--- config.mk ---
export PLATFORM = sky130hd
export DESIGN_NAME = home_inventory_snapshot_assembler
export DESIGN_NICKNAME = d
export VERILOG_FILES = /design/src/rtl/home_inventory_snapshot_assembler.sv
export SDC_FILE = /design/constraint.sdc
export NUM_CORES = 1
export LEC_CHECK = 0
export BUFFER_PORTS_ARGS = -buffer_cell sky130_fd_sc_hd__buf_4
export CORE_ASPECT_RATIO = 0.75
export CORE_MARGIN = 2
export CORE_UTILIZATION = 52
export DETAILED_ROUTE_END_ITERATION = 12
export PLACE_DENSITY = 0.88
export SKIP_CTS_REPAIR_TIMING = 1
export SYNTH_ARGS = -nofsm -noshare
export SYNTH_HDL_FRONTEND = slang
export SYNTH_SLANG_ARGS = --single-unit
--- constraint.sdc ---
create_clock -name clk -period 2.4 [get_ports clk]
set_input_delay 0.48 -clock clk [delete_from_list [all_inputs] [get_ports clk]]
set_output_delay 0.48 -clock clk [all_outputs]
set_load 0.005 [all_outputs]
--- src/rtl/home_inventory_snapshot_assembler.sv ---
// Assembles an 8-channel ADC word stream into a timestamped snapshot pulse, and keeps
// saturating frame, sequence-error and timeout counters.
module home_inventory_snapshot_assembler #(
    parameter int unsigned TS_DIV         = 1,
    parameter int unsigned TIMEOUT_CYCLES = 1024
) (
    input  logic        clk,
    input  logic        rst_n,
    input  logic        snap_en,
    input  logic        in_valid,
    output logic        in_ready,
    input  logic [2:0]  in_ch,
    input  logic [31:0] in_data,
    output logic        sample_valid,
    output logic [31:0] ts_now,
    output logic [31:0] sample_ch0,
    output logic [31:0] sample_ch1,
    output logic [31:0] sample_ch2,
    output logic [31:0] sample_ch3,
    output logic [31:0] sample_ch4,
    output logic [31:0] sample_ch5,
    output logic [31:0] sample_ch6,
    output logic [31:0] sample_ch7,
    output logic [31:0] ts_counter,
    output logic [31:0] frame_count,
    output logic [15:0] seq_err_count,
    output logic [15:0] timeout_count
);

    typedef enum logic [1:0] {StIdle, StCollect, StPublish} state_e;

    state_e      state;
    logic [31:0] presc;
    logic [31:0] gap;
    logic [31:0] ts_frame;
    logic [2:0]  exp_ch;
    logic [31:0] shadow [8];
    logic        accept;

    assign in_ready = (state != StPublish);
    assign accept   = in_valid && in_ready;

    always_ff @(posedge clk or negedge rst_n) begin
        if (!rst_n) begin
            state         <= StIdle;
            presc         <= '0;
            gap           <= '0;
            ts_frame      <= '0;
            exp_ch        <= '0;
            for (int i = 0; i < 8; i++) shadow[i] <= '0;
            sample_valid  <= 1'b0;
            ts_now        <= '0;
            sample_ch0    <= '0;
            sample_ch1    <= '0;
            sample_ch2    <= '0;
            sample_ch3    <= '0;
            sample_ch4    <= '0;
            sample_ch5    <= '0;
            sample_ch6    <= '0;
            sample_ch7    <= '0;
            ts_counter    <= '0;
            frame_count   <= '0;
            seq_err_count <= '0;
            timeout_count <= '0;
        end else begin
            // Timestamp runs independently of the assembly enable.
            if (presc == TS_DIV - 1) begin
                presc      <= '0;
                ts_counter <= ts_counter + 32'd1;
            end else begin
                presc <= presc + 32'd1;
            end

            sample_valid <= 1'b0;

            if (state == StPublish) begin
                // The pulse always completes, even if snap_en has just dropped.
                state <= StIdle;
                if (frame_count != '1) frame_count <= frame_count + 32'd1;
            end else if (!snap_en) begin
                state <= StIdle;
                gap   <= '0;
            end else begin
                unique case (state)
                    StIdle: begin
                        gap <= '0;
                        if (accept) begin
                            if (in_ch == 3'd0) begin
                                shadow[0] <= in_data;
                                ts_frame  <= ts_counter;
                                exp_ch    <= 3'd1;
                                state     <= StCollect;
                            end else if (seq_err_count != '1) begin
                                seq_err_count <= seq_err_count + 16'd1;
                            end
                        end
                    end
                    StCollect: begin
                        if (accept) begin
                            gap <= '0;
                            if (in_ch == 3'd0) begin
                                if (seq_err_count != '1) seq_err_count <= seq_err_count + 16'd1;
                                shadow[0] <= in_data;
                                ts_frame  <= ts_counter;
                                exp_ch    <= 3'd1;
                            end else if (in_ch == exp_ch) begin
                                if (exp_ch == 3'd7) begin
                                    sample_ch0   <= shadow[0];
                                    sample_ch1   <= shadow[1];
                                    sample_ch2   <= shadow[2];
                                    sample_ch3   <= shadow[3];
                                    sample_ch4   <= shadow[4];
                                    sample_ch5   <= shadow[5];
                                    sample_ch6   <= shadow[6];
                                    sample_ch7   <= in_data;
                                    ts_now       <= ts_frame;
                                    sample_valid <= 1'b1;
                                    state        <= StPublish;
                                end else begin
                                    shadow[exp_ch] <= in_data;
                                    exp_ch         <= exp_ch + 3'd1;
                                end
                            end else begin
                                if (seq_err_count != '1) seq_err_count <= seq_err_count + 16'd1;
                                state <= StIdle;
                            end
                        end else if (gap == TIMEOUT_CYCLES - 1) begin
                            // Gap would reach TIMEOUT_CYCLES on this edge: abort the frame.
                            gap   <= '0;
                            state <= StIdle;
                            if (timeout_count != '1) timeout_count <= timeout_count + 16'd1;
                        end else begin
                            gap <= gap + 32'd1;
                        end
                    end
                    default: state <= StIdle;
                endcase
            end
        end
    end

endmodule

==> results.md, run 1 <==
- Fill cells: 3639
- Hold WC Path Type: in2reg
- HPWL after DPL: 48.8 mm
- First-pass GRT wire length: 111 mm
- Starting Density: 52.8%
- R2R Path Start: exp_ch[1]$_DFFE_PN0P_
- Die area: 0.0573 sq mm
- Routed vias/inst: 5.66
- Worst Setup Path Type: reg2reg
- Sequential area share after synthesis: 61.7%
- Layout Utilization: 65.7%
- Average wire per standard cell: 23.1 um
- Pwr per Cell Area: 668 mW/mm^2
- Post-synthesis register bit count: 710
- TNS Setup: 0 ns
- Total power: 23900 uW
- WHS Endpoint: state[0]$_DFFE_PN0P_
- Data arrival, critical path: 2.78 ns
- Die W: 276 um
- Worst R2R Setup Slack: 0.1 ns
- Worst R2R End: shadow[129]$_DFFE_PN0P_
- N_diodes: 0
- Worst Setup End Kind: register
- Clock Pin Slew Worst Setup and Hold Paths: 0.06 ns
- Most used cell, CP: buf_4
- Max Cap Violations: 0
- Crit path time final: 2.30 ns
- Mean post-synth cell area: 14.9 sq um
- Switching share of total power: 21.8%
- Worst vdd ir: 497 uV
- CTS tree: done
- Worst-path fanout max: 8
- Nets: 2493
- Worst Hold Path Cells: 2
- Buf/Inv on CP: 5
- Die H: 208 um
- Cell Area, Placed: 0.0333 sq mm
- DR DRC count: 0
- First-pass DRT Iterations: 5
- Vias: 18.2k
- Vias in the first global route: 18.8k
- P_leak: 0.0187 uW
- Slew Limit Headroom: 54.6%
- Switch Pwr: 5210 uW
- Critical path depth: 10
- Pint: 18700 uW
- Gpl congestion: 0.862
- Std cell rows: 74
- CP top delay family: buffers and inverters
- CP max-delay cell: dfrtp_1
- Syn Inst Count: 1928
- CTS Buffer Depth: 3
- Layout cells sized above 1: 47.2%
- Clock Latency Late Sink: 0.59 ns
- I/O pin total: 425
- Antenna-violating nets left: 0
- H-tree Lvls: 3
- CTS Sinks: 710
- Final Max Slew Viols: 0
- Cells along the critical path: buf_4 > xnor2_1 > and3_4 > buf_4 > nand4_1 > buf_4 > nor2_4 > buf_12 > buf_8 > mux2_2
- Seq pwr share: 51.8%
- CTS buffer count: 68
- Status: complete, no violations
- Iteration-0 DRC Markers: 1283
- Critical Path Max Stage Delay: 0.40 ns
- Logic gate share of total power: 3.9%
- Yosys top cell area share: 61.7%
- Yosys top cell by area: dfrtp_1
- Setup WS post-layout: 0.0957 ns
- CP required: 2.87 ns
- Largest net degree at the start of global routing: 94
- Worst-Margin Slew: 0.681 ns
- Post-Route WL: 74.1 mm
- Syn nets: 1976
- Post-Syn Area: 0.0288 sq mm
- Core Box Area: 0.0545 sq mm
- Clk root buf: clkbuf_16
- Critical path startpoint category: register
- Yosys cell types: 52
- Number of setup violations in the final report: 0
- Synthesis-to-layout area growth: 24.5%
- IO Port Bufs: 424
- Syn. warnings: 0
- Fin area: 0.0358 sq mm
- Count of final hold-check violations: 0
- Tcrit/Tclk final: 96.0%
- Overall Global Routing Usage: 24.9%
- Initial antenna violation count: 1
- Pre-CTS setup slack: -0.0572 ns
- Synth area leaders: dfrtp_1, mux2_2, mux2_4, xnor2_1, xor2_1
- Clock skew: 0.00900 ns
- HP Start: snap_en
- GR Overflow Total: 0
- R2R cell count: 10
- Clock power frac: 44.4%
- Fmax: 434 MHz
==> routing by layer <==
layer	vias up	wire (um)	share of wire, %	global-route usage, %
met5	-	0	0	0
met4	0	2170	2.9	8.07
met3	136	4700	6.3	6.03
met2	611	36300	49	41.1
met1	9589	31000	42	32.5
li1	7859	-	-	-
==> Yosys cell counts, drive strengths merged <==
| master | number |
|---|---|
| o21bai | 1 |
| xnor2 | 99 |
| nand3b | 2 |
| o211a | 1 |
| or4 | 2 |
| nor2 | 61 |
| xor2 | 52 |
| or3 | 8 |
| nor3b | 3 |
| a2111oi | 3 |
| mux2i | 1 |
| clkinv | 1 |
| a41oi | 2 |
| o311a | 1 |
| dfrtp | 710 |
| nand3 | 74 |
| a31oi | 3 |
| nor4b | 3 |
| nand4 | 61 |
| and2 | 12 |
| nor4bb | 1 |
| o41ai | 1 |
| or2 | 2 |
| and4 | 13 |
| o21a | 1 |
| buf | 56 |
| and3b | 1 |
| nor2b | 4 |
| nand2 | 58 |
| nand4b | 2 |
| a311oi | 1 |
| o31ai | 1 |
| a32o | 1 |
| o21ai | 6 |
| mux2 | 546 |
| nor3 | 24 |
| a21oi | 8 |
| nand2b | 4 |
| nor4 | 18 |
| ha | 9 |
| clkbuf | 22 |
| inv | 19 |
| and3 | 30 |
==> through the flow <==
step | hold WS [ns] | cells
6_report | 0.158 | 3215
4_1_cts | -0.197 | 3203
2_1_floorplan | 0.184 | 1928
3_5_place_dp | 0.443 | 3085
5_1_grt | 0.131 | 3215
3_3_place_gp | 0.438 | 3085
==> how the worst max path moves through the flow <==
stage | start | endpoint | slack (ns)
2_1_floorplan | exp_ch[1]$_DFFE_PN0P_ | shadow[48]$_DFFE_PN0P_ | 0.17
3_3_place_gp | in_ch[1] | sample_ch2[7]$_DFFE_PN0P_ | -0.06
3_5_place_dp | exp_ch[1]$_DFFE_PN0P_ | shadow[185]$_DFFE_PN0P_ | -0.06
4_1_cts | exp_ch[1]$_DFFE_PN0P_ | shadow[185]$_DFFE_PN0P_ | -0.07
5_1_grt | exp_ch[1]$_DFFE_PN0P_ | shadow[129]$_DFFE_PN0P_ | -0.02
6_report | exp_ch[1]$_DFFE_PN0P_ | shadow[129]$_DFFE_PN0P_ | 0.1
==> final cells by class <==
class / instances / area, sq um / area share [%]
Inverter: 20 / 80.1 / 0.224
Tap cell: 722 / 903 / 2.52
Multi-Input combinational cell: 1120 / 10500 / 29.4
Timing Repair Buffer: 525 / 4370 / 12.2
Clock buffer: 101 / 2010 / 5.61
Clock inverter: 17 / 174 / 0.485
Sequential cell: 710 / 17800 / 49.6
==> power by group through the flow <==
stage | logic, uW | registers, uW | clock network (uW)
detailed placement | 920 | 12600 | 0
CTS | 927 | 12400 | 10800
global route | 1020 | 12400 | 11300
floorplan | 306 | 12500 | 0
finish | 923 | 12400 | 10600
global placement | 871 | 12600 | 0
==> layout by cell type, fill, tap and decap left out, types with 19 or more instances in the layout <==
master,instances
nand2_1,57
nand4_1,61
mux2_2,376
nor3_1,24
buf_4,490
clkbuf_16,77
buf_12,22
mux2_4,149
inv_1,19
xor2_1,52
nor2_1,57
and3_1,29
nand3_1,73
xnor2_1,99
mux2_1,21
dfrtp_1,710
==> cells by family (layout without fill, tap and decap cells) <==
group / count (synthesis) / count (layout) / share of synthesized area [%]
DFF: 710 / 710 / 61.7
adders and majority gates: 9 / 9 / 0.391
and+or+nand+nor: 383 / 383 / 7.14
muxes: 547 / 547 / 23.3
AOI/OAI and AO/OA: 30 / 30 / 0.726
buffers and inverters: 98 / 663 / 2.06
xor gates and xnor gates: 151 / 151 / 4.60
==> state kept, by name, indices dropped and copies added, names as in the netlist <==
name           count
exp_ch             3
frame_count       32
gap               32
presc             32
sample_ch0        32
sample_ch1        32
sample_ch2        32
sample_ch3        32
sample_ch4        32
sample_ch5        32
sample_ch6        32
sample_ch7        32
sample_valid       1
seq_err_count     16
shadow           224
state              2
timeout_count     16
ts_counter        32
ts_frame          32
ts_now            32
(Power assumes the default switching activity.)
==> run 2: changes to the inputs <==
PLACE_DENSITY = 0.74   (was 0.88)
==> run 2 against run 1 <==
Non-clock buffer count fell by 15. Fmax fell by 1.1%. Clock power about the same. Setup slack worse by 0.027 ns. Clock-buffer cell count up 2. Register-to-register slack worse by 0.03 ns. Sequential power hardly changed. Critical path depth is 2 lower. Final area fell by 0.11%. Critical path type unchanged. Largest power group unchanged.
==> results.md, run 2 (same netlist as run 1, synthesis figures left out) <==
- Status: complete, no violations (unchanged)
- Critical path startpoint category: register (unchanged)
- Number of setup violations in the final report: 0 (unchanged)
- Antenna-violating nets left: 0 (unchanged)
- Vias: 17.8k (was 18.2k)
- Core Box Area: 0.0545 sq mm (unchanged)
- CTS tree: done (unchanged)
- Post-Route WL: 71.0 mm (was 74.1 mm)
- Final Max Slew Viols: 0 (unchanged)
- Max FFs per register: 224 (unchanged)
- Total power: 24000 uW (was 23900 uW)
- Nets: 2479 (was 2493)
- Die area: 0.0573 sq mm (unchanged)
- Most common library cell in the layout ignoring fill and taps: dfrtp_1 (unchanged)
- Overall Global Routing Usage: 24.7% (was 24.9%)
- CTS buffer count: 69 (was 68)
- Starting Density: 52.8% (unchanged)
- Clock Pin Slew Worst Setup and Hold Paths: 0.06 ns (about the same)
- Max Cap Violations: 0 (unchanged)
- Iteration-0 DRC Markers: 1336 (was 1283)
- Worst-Margin Slew: 0.644 ns (was 0.681 ns)
- Vias in the first global route: 18.2k (was 18.8k)
- Most frequent cells in the layout: dfrtp_1, buf_4, mux2_2 (unchanged)
- CP required: 2.87 ns (about the same)
- Std cell rows: 74 (unchanged)
- Worst Setup End Kind: register (unchanged)
- Worst R2R Setup Slack: 0.07 ns (was 0.1 ns)
- GR Overflow Total: 0 (unchanged)
- First-pass DRT Iterations: 7 (was 5)
- Routed vias/inst: 5.54 (was 5.66)
- HPWL after DPL: 48.1 mm (was 48.8 mm)
- Worst Hold Path Cells: 2 (unchanged)
- CTS Buffer Depth: 3 (unchanged)
- Fill cells: 3840 (was 3639)
- R2R Path Start: exp_ch[1]$_DFFE_PN0P_ (unchanged)
- Average wire per standard cell: 22.2 um (was 23.1 um)
- Largest net degree at the start of global routing: 105 (was 94)
- Hold WC Path Type: in2reg (unchanged)
- I/O pin total: 425 (unchanged)
- WHS Endpoint: state[0]$_DFFE_PN0P_ (unchanged)
- Largest Register: shadow (unchanged)
- Layout cells sized above 1: 47.1% (was 47.2%)
- Fmax: 429 MHz (was 434 MHz)
- Worst-path fanout max: 31 (was 8)
- Clock Latency Late Sink: 0.60 ns (was 0.59 ns)
- Tcrit/Tclk final: 97.1% (was 96.0%)
- First-pass GRT wire length: 109 mm (was 111 mm)
- H-tree Lvls: 3 (unchanged)
- Pwr per Cell Area: 672 mW/mm^2 (was 668 mW/mm^2)
- Clk root buf: clkbuf_16 (unchanged)
- Slew Limit Headroom: 57.0% (was 54.6%)
- Worst Setup Path Type: reg2reg (unchanged)
- DR DRC count: 0 (unchanged)
- Synthesis-to-layout area growth: 24.4% (was 24.5%)
- Data arrival, critical path: 2.80 ns (was 2.78 ns)
- Layout Utilization: 65.6% (was 65.7%)
- Worst vdd ir: 504 uV (was 497 uV)
- TNS Setup: 0 ns (unchanged)
- Worst R2R End: sample_ch6[22]$_DFFE_PN0P_ (was shadow[129]$_DFFE_PN0P_)
- Hold_ws: 0.167 ns (was 0.158 ns)
- CTS Sinks: 710 (unchanged)
- Die H: 208 um (unchanged)
- Count of final hold-check violations: 0 (unchanged)
- HP Start: snap_en (unchanged)
- IO Port Bufs: 424 (unchanged)
- Initial antenna violation count: 2 (was 1)
- Gpl congestion: 0.862 (about the same)
- N_diodes: 0 (unchanged)
- Crit path time final: 2.33 ns (was 2.30 ns)
- RSZ-0062 raised after global routing: true
- R2R cell count: 8 (was 10)
- P_leak: 0.0187 uW (about the same)
- Clock skew: 0.0271 ns (was 0.00900 ns)
- Die W: 276 um (unchanged)
==> run 2: changes by cell type in the layout (fill, tap and decap cells not counted), sizes merged <==
cell      before  now
buf          518  506
bufinv         3    1
clkbuf       107  106
clkinv        11   14
clkinvlp       1    4
inv           22   23
==> run 2: worst max path at each step <==
stage                           from                         end  slack [ns]  cells after the start
2_1_floorplan  exp_ch[1]$_DFFE_PN0P_      shadow[48]$_DFFE_PN0P_        0.17                      9
3_3_place_gp                in_ch[1]      shadow[61]$_DFFE_PN0P_       -0.05                      8
3_5_place_dp                in_ch[2]     shadow[113]$_DFFE_PN0P_       -0.04                      8
4_1_cts        exp_ch[0]$_DFFE_PN0P_     shadow[113]$_DFFE_PN0P_       -0.01                      8
5_1_grt        exp_ch[1]$_DFFE_PN0P_  sample_ch1[13]$_DFFE_PN0P_       -0.01                      8
6_report       exp_ch[1]$_DFFE_PN0P_  sample_ch6[22]$_DFFE_PN0P_        0.07                      8
==> run 2: power breakdown <==
group | switching, uW | internal [uW]
sequential | 182 | 12200
combinational | 538 | 382
clock | 4570 | 6170
total | 5290 | 18700
==> run 2: routing by layer <==
metal  GRT usage [%]  vias to the layer above  part of all wire [%]
met2            38.9                      497                    47
met4            6.95                        0                   2.6
li1                -                     7858                     -
met3            5.16                      113                   5.7
met1            34.8                     9288                    44
met5               0                        -                     0
==> run 2: layout make-up <==
type | count | area, sq um | area share, %
Clock buffer | 103 | 2090 | 5.83
Inverter | 20 | 77.6 | 0.217
Timing Repair Buffer | 510 | 4250 | 11.9
Multi-Input combinational cell | 1120 | 10500 | 29.4
Tap cell | 722 | 903 | 2.52
Clock inverter | 22 | 183 | 0.510
Sequential cell | 710 | 17800 | 49.6
==> run 2: worst max-delay path: stages, from the launching register on <==
cell,delay [ns]
dfrtp_1,0.39
buf_4,0.16
xnor2_1,0.17
and3_4,0.23
nand2_1,0.05
or3_4,0.42
inv_4,0.14
buf_16,0.23
mux2_2,0.37
==> run 2: per-stage QoR <==
| stage | worst slack (ns) | std cells | area [sq um] |
|---|---|---|---|
| after detailed placement | -0.0416 | 3078 | 33400 |
| after CTS | -0.00999 | 3203 | 35600 |
| after global placement | -0.0520 | 3078 | 33400 |
| final | 0.0692 | 3207 | 35800 |
| after floorplan | 0.168 | 1928 | 28800 |
| after global routing | -0.00997 | 3207 | 35800 |
